File: config.mk
export PLATFORM = sky130hd
export DESIGN_NAME = ddr_cmd_arb
export DESIGN_NICKNAME = d
export VERILOG_FILES = /design/src/rtl/ddr_cmd_arb.sv
export SDC_FILE = /design/constraint.sdc
export NUM_CORES = 1
export LEC_CHECK = 0
export CORE_MARGIN = 1
export CORE_UTILIZATION = 49
export DETAILED_ROUTE_END_ITERATION = 12
export GPL_TIMING_DRIVEN = 1
export MAX_ROUTING_LAYER = met4
export PLACE_DENSITY = 0.84
export SYNTH_ARGS = -nofsm -noshare
export SYNTH_HDL_FRONTEND = slang
export SYNTH_SLANG_ARGS = --single-unit
File: constraint.sdc
create_clock -name core_clk -period 5.8 [get_ports core_clk]
set_input_delay 0.58 -clock core_clk [delete_from_list [all_inputs] [get_ports core_clk]]
set_output_delay 0.58 -clock core_clk [all_outputs]
set_load 0.02 [all_outputs]
File: src/rtl/ddr_cmd_arb.sv
// ddr_cmd_arb: owner of the DDR command bus.
//   After reset the init sequencer's command bus is passed straight through.
//   Once init_done is seen, user commands are arbitrated against an internal
//   periodic auto-refresh scheduler. Each refresh is issued as PRECHARGE-ALL,
//   then TRP_CYC NOPs, then AUTO REFRESH, then TRFC_CYC NOPs.
//   All ddr_* outputs are registered: the command chosen in cycle N is driven
//   in cycle N+1.
//
// Ports:
//   core_clk, core_rst_sync        clock, async active-high reset
//   init_done                      init sequencer finished (sampled in INIT_PASS only)
//   init_cs_n..init_we_n, init_ba, init_a   init command bus
//   usr_req, usr_ras_n..usr_we_n, usr_ba, usr_a   user command, held until usr_ack
//   usr_ack                        user command accepted this cycle (combinational)
//   ref_busy                       refresh sequence in progress
//   ref_overflow                   sticky, a refresh demand was lost at saturation
//   ddr_cs_n..ddr_we_n, ddr_ba, ddr_a   registered DDR command outputs
module ddr_cmd_arb #(
  parameter int BA_BITS   = 2,
  parameter int ROW_BITS  = 13,
  parameter int TREFI_CYC = 780,
  parameter int TRP_CYC   = 3,
  parameter int TRFC_CYC  = 10,
  parameter int MAX_PEND  = 8
) (
  input  logic                core_clk,
  input  logic                core_rst_sync,
  input  logic                init_done,
  input  logic                init_cs_n,
  input  logic                init_ras_n,
  input  logic                init_cas_n,
  input  logic                init_we_n,
  input  logic [BA_BITS-1:0]  init_ba,
  input  logic [ROW_BITS-1:0] init_a,
  input  logic                usr_req,
  input  logic                usr_ras_n,
  input  logic                usr_cas_n,
  input  logic                usr_we_n,
  input  logic [BA_BITS-1:0]  usr_ba,
  input  logic [ROW_BITS-1:0] usr_a,
  output logic                usr_ack,
  output logic                ref_busy,
  output logic                ref_overflow,
  output logic                ddr_cs_n,
  output logic                ddr_ras_n,
  output logic                ddr_cas_n,
  output logic                ddr_we_n,
  output logic [BA_BITS-1:0]  ddr_ba,
  output logic [ROW_BITS-1:0] ddr_a
);

  localparam int TW   = (TREFI_CYC > 1) ? $clog2(TREFI_CYC) : 1;
  localparam int PW   = $clog2(MAX_PEND + 1);
  localparam int WMAX = (TRP_CYC > TRFC_CYC) ? TRP_CYC : TRFC_CYC;
  localparam int WW   = (WMAX > 1) ? $clog2(WMAX) : 1;

  typedef enum logic [2:0] {
    INIT_PASS, IDLE, PREA, PREA_WAIT, REF, REF_WAIT
  } state_t;

  typedef struct packed {
    logic                cs_n;
    logic                ras_n;
    logic                cas_n;
    logic                we_n;
    logic [BA_BITS-1:0]  ba;
    logic [ROW_BITS-1:0] a;
  } cmd_t;

  state_t          r_state, w_nxt;
  cmd_t            r_cmd, w_cmd;
  logic [TW-1:0]   r_timer;
  logic [PW-1:0]   r_ref_pend;
  logic [WW-1:0]   r_wait;
  logic            r_ovf;
  logic            w_wrap, w_dec, w_force, w_ack;

  assign w_wrap  = (r_state != INIT_PASS) && (r_timer == TW'(TREFI_CYC - 1));
  assign w_dec   = (r_state == REF);
  assign w_force = (r_ref_pend == PW'(MAX_PEND));

  // Next state and the command to register for the next cycle.
  always_comb begin
    w_nxt = r_state;
    w_ack = 1'b0;
    w_cmd = '{cs_n: 1'b0, ras_n: 1'b1, cas_n: 1'b1, we_n: 1'b1, ba: '0, a: '0};
    case (r_state)
      INIT_PASS: begin
        w_cmd = '{cs_n: init_cs_n, ras_n: init_ras_n, cas_n: init_cas_n,
                  we_n: init_we_n, ba: init_ba, a: init_a};
        if (init_done) w_nxt = IDLE;
      end
      IDLE: begin
        // Refresh wins when forced, or opportunistically when the user is quiet.
        if (w_force || (r_ref_pend != '0 && !usr_req)) begin
          w_nxt = PREA;
        end else if (usr_req) begin
          w_ack = 1'b1;
          w_cmd = '{cs_n: 1'b0, ras_n: usr_ras_n, cas_n: usr_cas_n,
                    we_n: usr_we_n, ba: usr_ba, a: usr_a};
        end
      end
      PREA: begin
        w_cmd.ras_n = 1'b0;
        w_cmd.we_n  = 1'b0;
        w_cmd.a[10] = 1'b1;  // all banks
        w_nxt       = PREA_WAIT;
      end
      PREA_WAIT: if (r_wait == WW'(TRP_CYC - 1)) w_nxt = REF;
      REF: begin
        w_cmd.ras_n = 1'b0;
        w_cmd.cas_n = 1'b0;
        w_nxt       = REF_WAIT;
      end
      REF_WAIT: if (r_wait == WW'(TRFC_CYC - 1)) w_nxt = IDLE;
      default: w_nxt = INIT_PASS;
    endcase
  end

  always_ff @(posedge core_clk or posedge core_rst_sync) begin
    if (core_rst_sync) begin
      r_state <= INIT_PASS;
      r_cmd   <= '{cs_n: 1'b1, ras_n: 1'b1, cas_n: 1'b1, we_n: 1'b1, ba: '0, a: '0};
      r_wait  <= '0;
    end else begin
      r_state <= w_nxt;
      r_cmd   <= w_cmd;
      // NOP spacing counter: runs only while parked in a wait state.
      if ((r_state == PREA_WAIT || r_state == REF_WAIT) && w_nxt == r_state)
        r_wait <= r_wait + WW'(1);
      else
        r_wait <= '0;
    end
  end

  // Refresh demand bookkeeping. A wrap coinciding with REF cancels out.
  always_ff @(posedge core_clk or posedge core_rst_sync) begin
    if (core_rst_sync) begin
      r_timer    <= '0;
      r_ref_pend <= '0;
      r_ovf      <= 1'b0;
    end else begin
      if (r_state == INIT_PASS || w_wrap) r_timer <= '0;
      else                                r_timer <= r_timer + TW'(1);

      if (w_wrap && !w_dec) begin
        if (w_force) r_ovf      <= 1'b1;
        else         r_ref_pend <= r_ref_pend + PW'(1);
      end else if (w_dec && !w_wrap) begin
        r_ref_pend <= r_ref_pend - PW'(1);
      end
    end
  end

  assign usr_ack      = w_ack;
  assign ref_busy     = (r_state == PREA) || (r_state == PREA_WAIT) ||
                        (r_state == REF)  || (r_state == REF_WAIT);
  assign ref_overflow = r_ovf;
  assign ddr_cs_n     = r_cmd.cs_n;
  assign ddr_ras_n    = r_cmd.ras_n;
  assign ddr_cas_n    = r_cmd.cas_n;
  assign ddr_we_n     = r_cmd.we_n;
  assign ddr_ba       = r_cmd.ba;
  assign ddr_a        = r_cmd.a;

endmodule

# After elaboration in Yosys (flattened, before gate mapping)
# Cells that the tools add are included.
[op_classes]
n_reduce_logical = 21
muxes = 22
addsub = 4
eq_ne = 11
[ops]
columns = ["cell", "n"]
rows = [
  ["$mux W18", 2],
  ["$pmux W10 S2", 1],
  ["$pmux W3 S6", 1],
  ["$mux W4", 4],
  ["$mux W3", 4],
  ["$pmux W1 S3", 4],
  ["$add A10 B1 Y10 const B", 1],
  ["$eq A10 B10 Y1 const B", 1],
  ["$mux W10", 1],
  ["$add A4 B1 Y4 const B", 2],
  ["$eq A4 B4 Y1 const B", 2],
  ["$pmux W4 S2", 1],
  ["$eq A3 B2 Y1 const B", 2],
  ["$eq A3 B3 Y1 const B", 2],
  ["$logic_or A1 B1 Y1", 6],
  ["$logic_and A1 B1 Y1", 5],
  ["$eq A4 B2 Y1 const B", 1],
  ["$reduce_and A2 Y1", 2],
  ["$reduce_bool A4 Y1", 1],
  ["$sub A4 B1 Y4 const B", 1],
  ["$eq A3 B1 Y1 const B", 1],
  ["$eq A3 B3 Y1", 1],
  ["$logic_not A1 Y1", 3],
  ["$logic_not A3 Y1", 1],
  ["other kinds (6)", 8],
]
[word_totals]
output_inout_bits = 22
inputBits = 41
wordCells = 69
regBits = 41

# Longest topological paths before layout
[depth]
word_depth = 8
mapped_depth = 9
ltp_nobuf = 9

# Worst setup path before layout
# No wires, ideal clock.
[synth_timing]
path_type = "register -> register"
start = "reg r_timer[4]"
end = "reg r_ref_pend[3]"
stages_incl_launch_ff = 9
path_slack_ns = 3.240
n_path_buf = 0
required_ns = 5.677
period_less_slack_ns = 2.560
arrival_ns = 2.437
cell_sequence = "dfrtp_1 > or4_4 > or4_4 > ha_1 > a21o_1 > a21oi_1 > xor2_1 > nor2_2 > xor2_1"
[synth_between]
elab_chain_len = 6
[synth_rtl]
columns = ["item", "line_no", "rtl"]
rows = [
  ["from (decl)", "72", "logic [TW-1:0] r_timer;"],
  ["from (signal assigned)", "144", "else r_timer <= r_timer + TW'(1);"],
  ["$eq A10 B10 Y1 *", "78", "assign w_wrap = (r_state != INIT_PASS) && (r_timer == TW'(TREFI_CYC - 1));"],
  ["$logic_and A1 B1 Y1 *", "78", ""],
  ["$logic_not A1 Y1", "149", "end else if (w_dec && !w_wrap) begin"],
  ["$logic_and A1 B1 Y1", "149", ""],
  ["$reduce_bool A2 Y1 (no source line)", "--", ""],
  ["$reduce_and A2 Y1 (no source line)", "--", ""],
  ["to (signal assigned)", "148", "else r_ref_pend <= r_ref_pend + PW'(1);"],
  ["to (signal assigned)", "150", "r_ref_pend <= r_ref_pend - PW'(1);"],
  ["to (decl)", "73", "logic [PW-1:0] r_ref_pend;"],
]
# Every way passes the cells marked *; elsewhere a longest branch is shown, timed or not.
# A chain may end at the register's enable or synchronous reset.

# Final worst setup path
[layout_timing]
start = "reg r_ref_pend[0]"
end = "out usr_ack"
[layout_between]
elab_chain_len = 5
[layout_rtl]
columns = ["item", "line_no", "rtl"]
rows = [
  ["$reduce_bool A4 Y1", "95", "if (w_force || (r_ref_pend != '0 && !usr_req)) begin"],
  ["$logic_and A1 B1 Y1", "95", ""],
  ["$logic_or A1 B1 Y1 *", "95", ""],
  ["$mux W1 *", "95", ""],
  ["$mux W1 *", "87", "case (r_state)"],
  ["to (decl)", "41", "output logic usr_ack,"],
]
# Marks and branches as above.

==> reports/metrics.yaml <==
die:
  io_pins: 63
  dieArea_um2: 4280
  die_h_um: 65.4
  start_util_pct: 52.6
  placementRows: 22
  die_x_um: 65.4
  core-area_um2: 3740
cells_and_area:
  final_cell_area_um2: 2730
  drive_gt1_share_pct: 8.06
  nets: 298
  diodes: 0
  syn2layout_area_growth_pct: 38.6
sta:
  finalSetupTns_ns: 0
  fmax_ghz: 0.335
  min_period_ns: 2.99
  worst_slack_ns: 2.81
  slew_headroom_pct: 30.3
  finalMaxSlewViolations: 0
  worstMarginPinSlew_ns: 1.04
  rsz0062_at_grt: "no"
  setup_viol: 0
  fin_crit_sh_pct: 51.5
  skew_ns: 0.0146
  hold_viol: 0
route:
  avgRoutedWirePerCell_um: 14.7
  drt-initial-drc-count: 64
  remaining_drc_errors: 0
  drtAntennaViolNets: 0
  routed-via-count: 1549
  dr.pass1.iters: 4
  wl_um: 4360
  via_per_inst: 5.23
synth:
  synthesis.area_um2: 1970
  synth_nets: 236
  synth.area.top_cells: "dfrtp_1 (47%), ha_1 (5.7%), a22oi_1 (5.3%)"
  ys.flop_type: "dfrtp_1"
  yosysWarnings: 0
  ys_async_sr_fraction_pct: 100
  synth.distinct_cells: 37
  ys_seq_area_share_pct: 52.4
  synth_largest_area_cell: "dfrtp_1"
  synthCells: 185
  synth_edf_count: 0
  synth_top_area_share_pct: 47.0
  synth.avg_cell_area_um2: 10.6
  ys_ff_latch: 41
worst_setup_path:
  arrival_ns: 2.41
  crit_required_ns: 5.22
  path_max_fanout: 15
  crit_path_end_kind: "output pin"
  criticalPathCategory: "reg2out"
  start_kind: "register"
  r2r_cells: 8
grt:
  grt_pass1_wl_um: 7020
  grt_max_degree: 42
  grt_overflow: 0
  grt_pass1_vias: 1503
  grt_usage_pct: 23.0
  antenna_found_initial: 0
worst_hold_path:
  hp-class: "reg2reg"
  hold_depth: 1
clock_network:
  path_clk_slew_ns: 0.08
  cts_hold_buf: 0
  cts_resized: 0
  cts_tree: "yes"
  h-tree-depth: 2
  root_buffer: "clkbuf_8"
  postCtsSetupBuffers: 0
  clk_path_buf_depth: 2
  cts_buffers: 5
  worst_skew_pair.late_latency_ns: 0.29
  cts.sinks: 41
placement:
  pre_cts_ws_ns: 2.88
  placed_cell_area_um2: 2630
  hpwl_um: 3140
  port_buffers: 62
  gp_congestion: 0.873
outcome:
  status: "completed"
pwr:
  power_density_nw_per_um2: 388
  vdd_drop_max_mv: 0.231
  p_leak_nw: 1.13
run:
  maxCapViolations: 0
-- per-stage QoR --
| step | std cells | total power, mW | hold slack [ns] | util (%) |
|---|---|---|---|---|
| floorplan | 185 | 0.705 | 0.433 | - |
| global placement | 288 | 0.859 | 0.458 | 70.3 |
| detailed placement | 288 | 0.871 | 0.452 | 70.3 |
| CTS | 296 | 1.07 | 0.473 | 72.9 |
| global route | 296 | 1.13 | 0.480 | 72.9 |
| finish | 296 | 1.06 | 0.470 | 72.9 |
-- cell usage in the layout, fill, tap and decap left out, types with 2 or more instances in the layout --
cell and count:
nand3_1 7, xor2_1 8, a22oi_1 14, ha_1 9, nor3_1 4, nor2_1 22, nand4_1 2, clkdlybuf4s50_1 62
or4_4 2, clkbuf_8 6, o21ai_0 5, nand4b_1 2, inv_1 6, dfstp_2 4, a21oi_1 7, nor2b_1 14
and3_1 2, nand2_1 6, and4_1 2, xnor2_1 6, dfrtp_1 37
-- metal layers --
| layer | vias up | wire [um] | global-route usage [%] |
|---|---|---|---|
| li1 | 765 | - | - |
| met1 | 732 | 1780 | 27.2 |
| met2 | 42 | 2270 | 36.9 |
| met3 | 10 | 203 | 6.77 |
| met4 | 0 | 104 | 8.97 |
| met5 | - | 0 | - |
-- Yosys cell counts (4+ instances only) --
cell      number
dfrtp_1       37
nor2_1        22
a22oi_1       14
nor2b_1       14
ha_1           9
clkbuf_1       8
xor2_1         8
a21oi_1        7
nand3_1        7
inv_1          6
nand2_1        6
xnor2_1        6
nor3_1         5
o21ai_0        5
dfstp_2        4
-- kinds of logic (layout without fill, tap and decap cells) --
kind of cell / count (synthesis) / count (layout) / share of synthesized area (%)
simple gates: 71 / 71 / 19.7
flops: 41 / 41 / 52.4
compound gates: 33 / 33 / 11.0
xor+xnor: 14 / 14 / 6.23
buf+inv: 14 / 77 / 2.67
fa+ha+maj: 10 / 10 / 6.73
mux: 2 / 2 / 1.33
-- registers in the layout (all words and copies together) (netlist names) --
signal,cells
ddr_a,13
ddr_ba,2
ddr_cas_n,1
ddr_cs_n,1
ddr_ras_n,1
ddr_we_n,1
r_ref_pend,4
r_state,3
r_timer,10
r_wait,4
ref_overflow,1
-- final cells by class --
cell class | instances | area (um^2)
Clock buffer | 6 | 82.6
Clock inverter | 2 | 13.8
Fill cell | 286 | 1010
Inverter | 6 | 22.5
Multi-Input combinational cell | 130 | 891
Sequential cell | 41 | 1030
Tap cell | 48 | 60.1
Timing Repair Buffer | 63 | 628
-- worst paths after layout --
check | startpoint | end | slack, ns
min reg2reg | r_ref_pend[3]$_DFFE_PP0P_ | r_ref_pend[3]$_DFFE_PP0P_ | 0.47
min | r_ref_pend[3]$_DFFE_PP0P_ | r_ref_pend[3]$_DFFE_PP0P_ | 0.47
max in group asynchronous | core_rst_sync | ddr_cas_n$_DFF_PP1_ | 4.72
max | r_ref_pend[0]$_DFFE_PP0P_ | usr_ack | 2.81
max reg2reg | r_timer[4]$_DFF_PP0_ | r_ref_pend[3]$_DFFE_PP0P_ | 3.12
min in group asynchronous | core_rst_sync | r_timer[0]$_DFF_PP0_ | 0.69
-- power by group --
group	total [mW]	switching (mW)	internal (mW)
Sequential	0.434	0.0703	0.364
Combinational	0.432	0.225	0.207
Clock	0.193	0.0969	0.0964
-- critical path, cell delays in order, from the launching register on --
cell             delay, ns
dfrtp_1               0.45
or4b_1                0.63
and4_1                0.42
clkdlybuf4s50_1       0.61
Power figures use the tool's default switching activity.
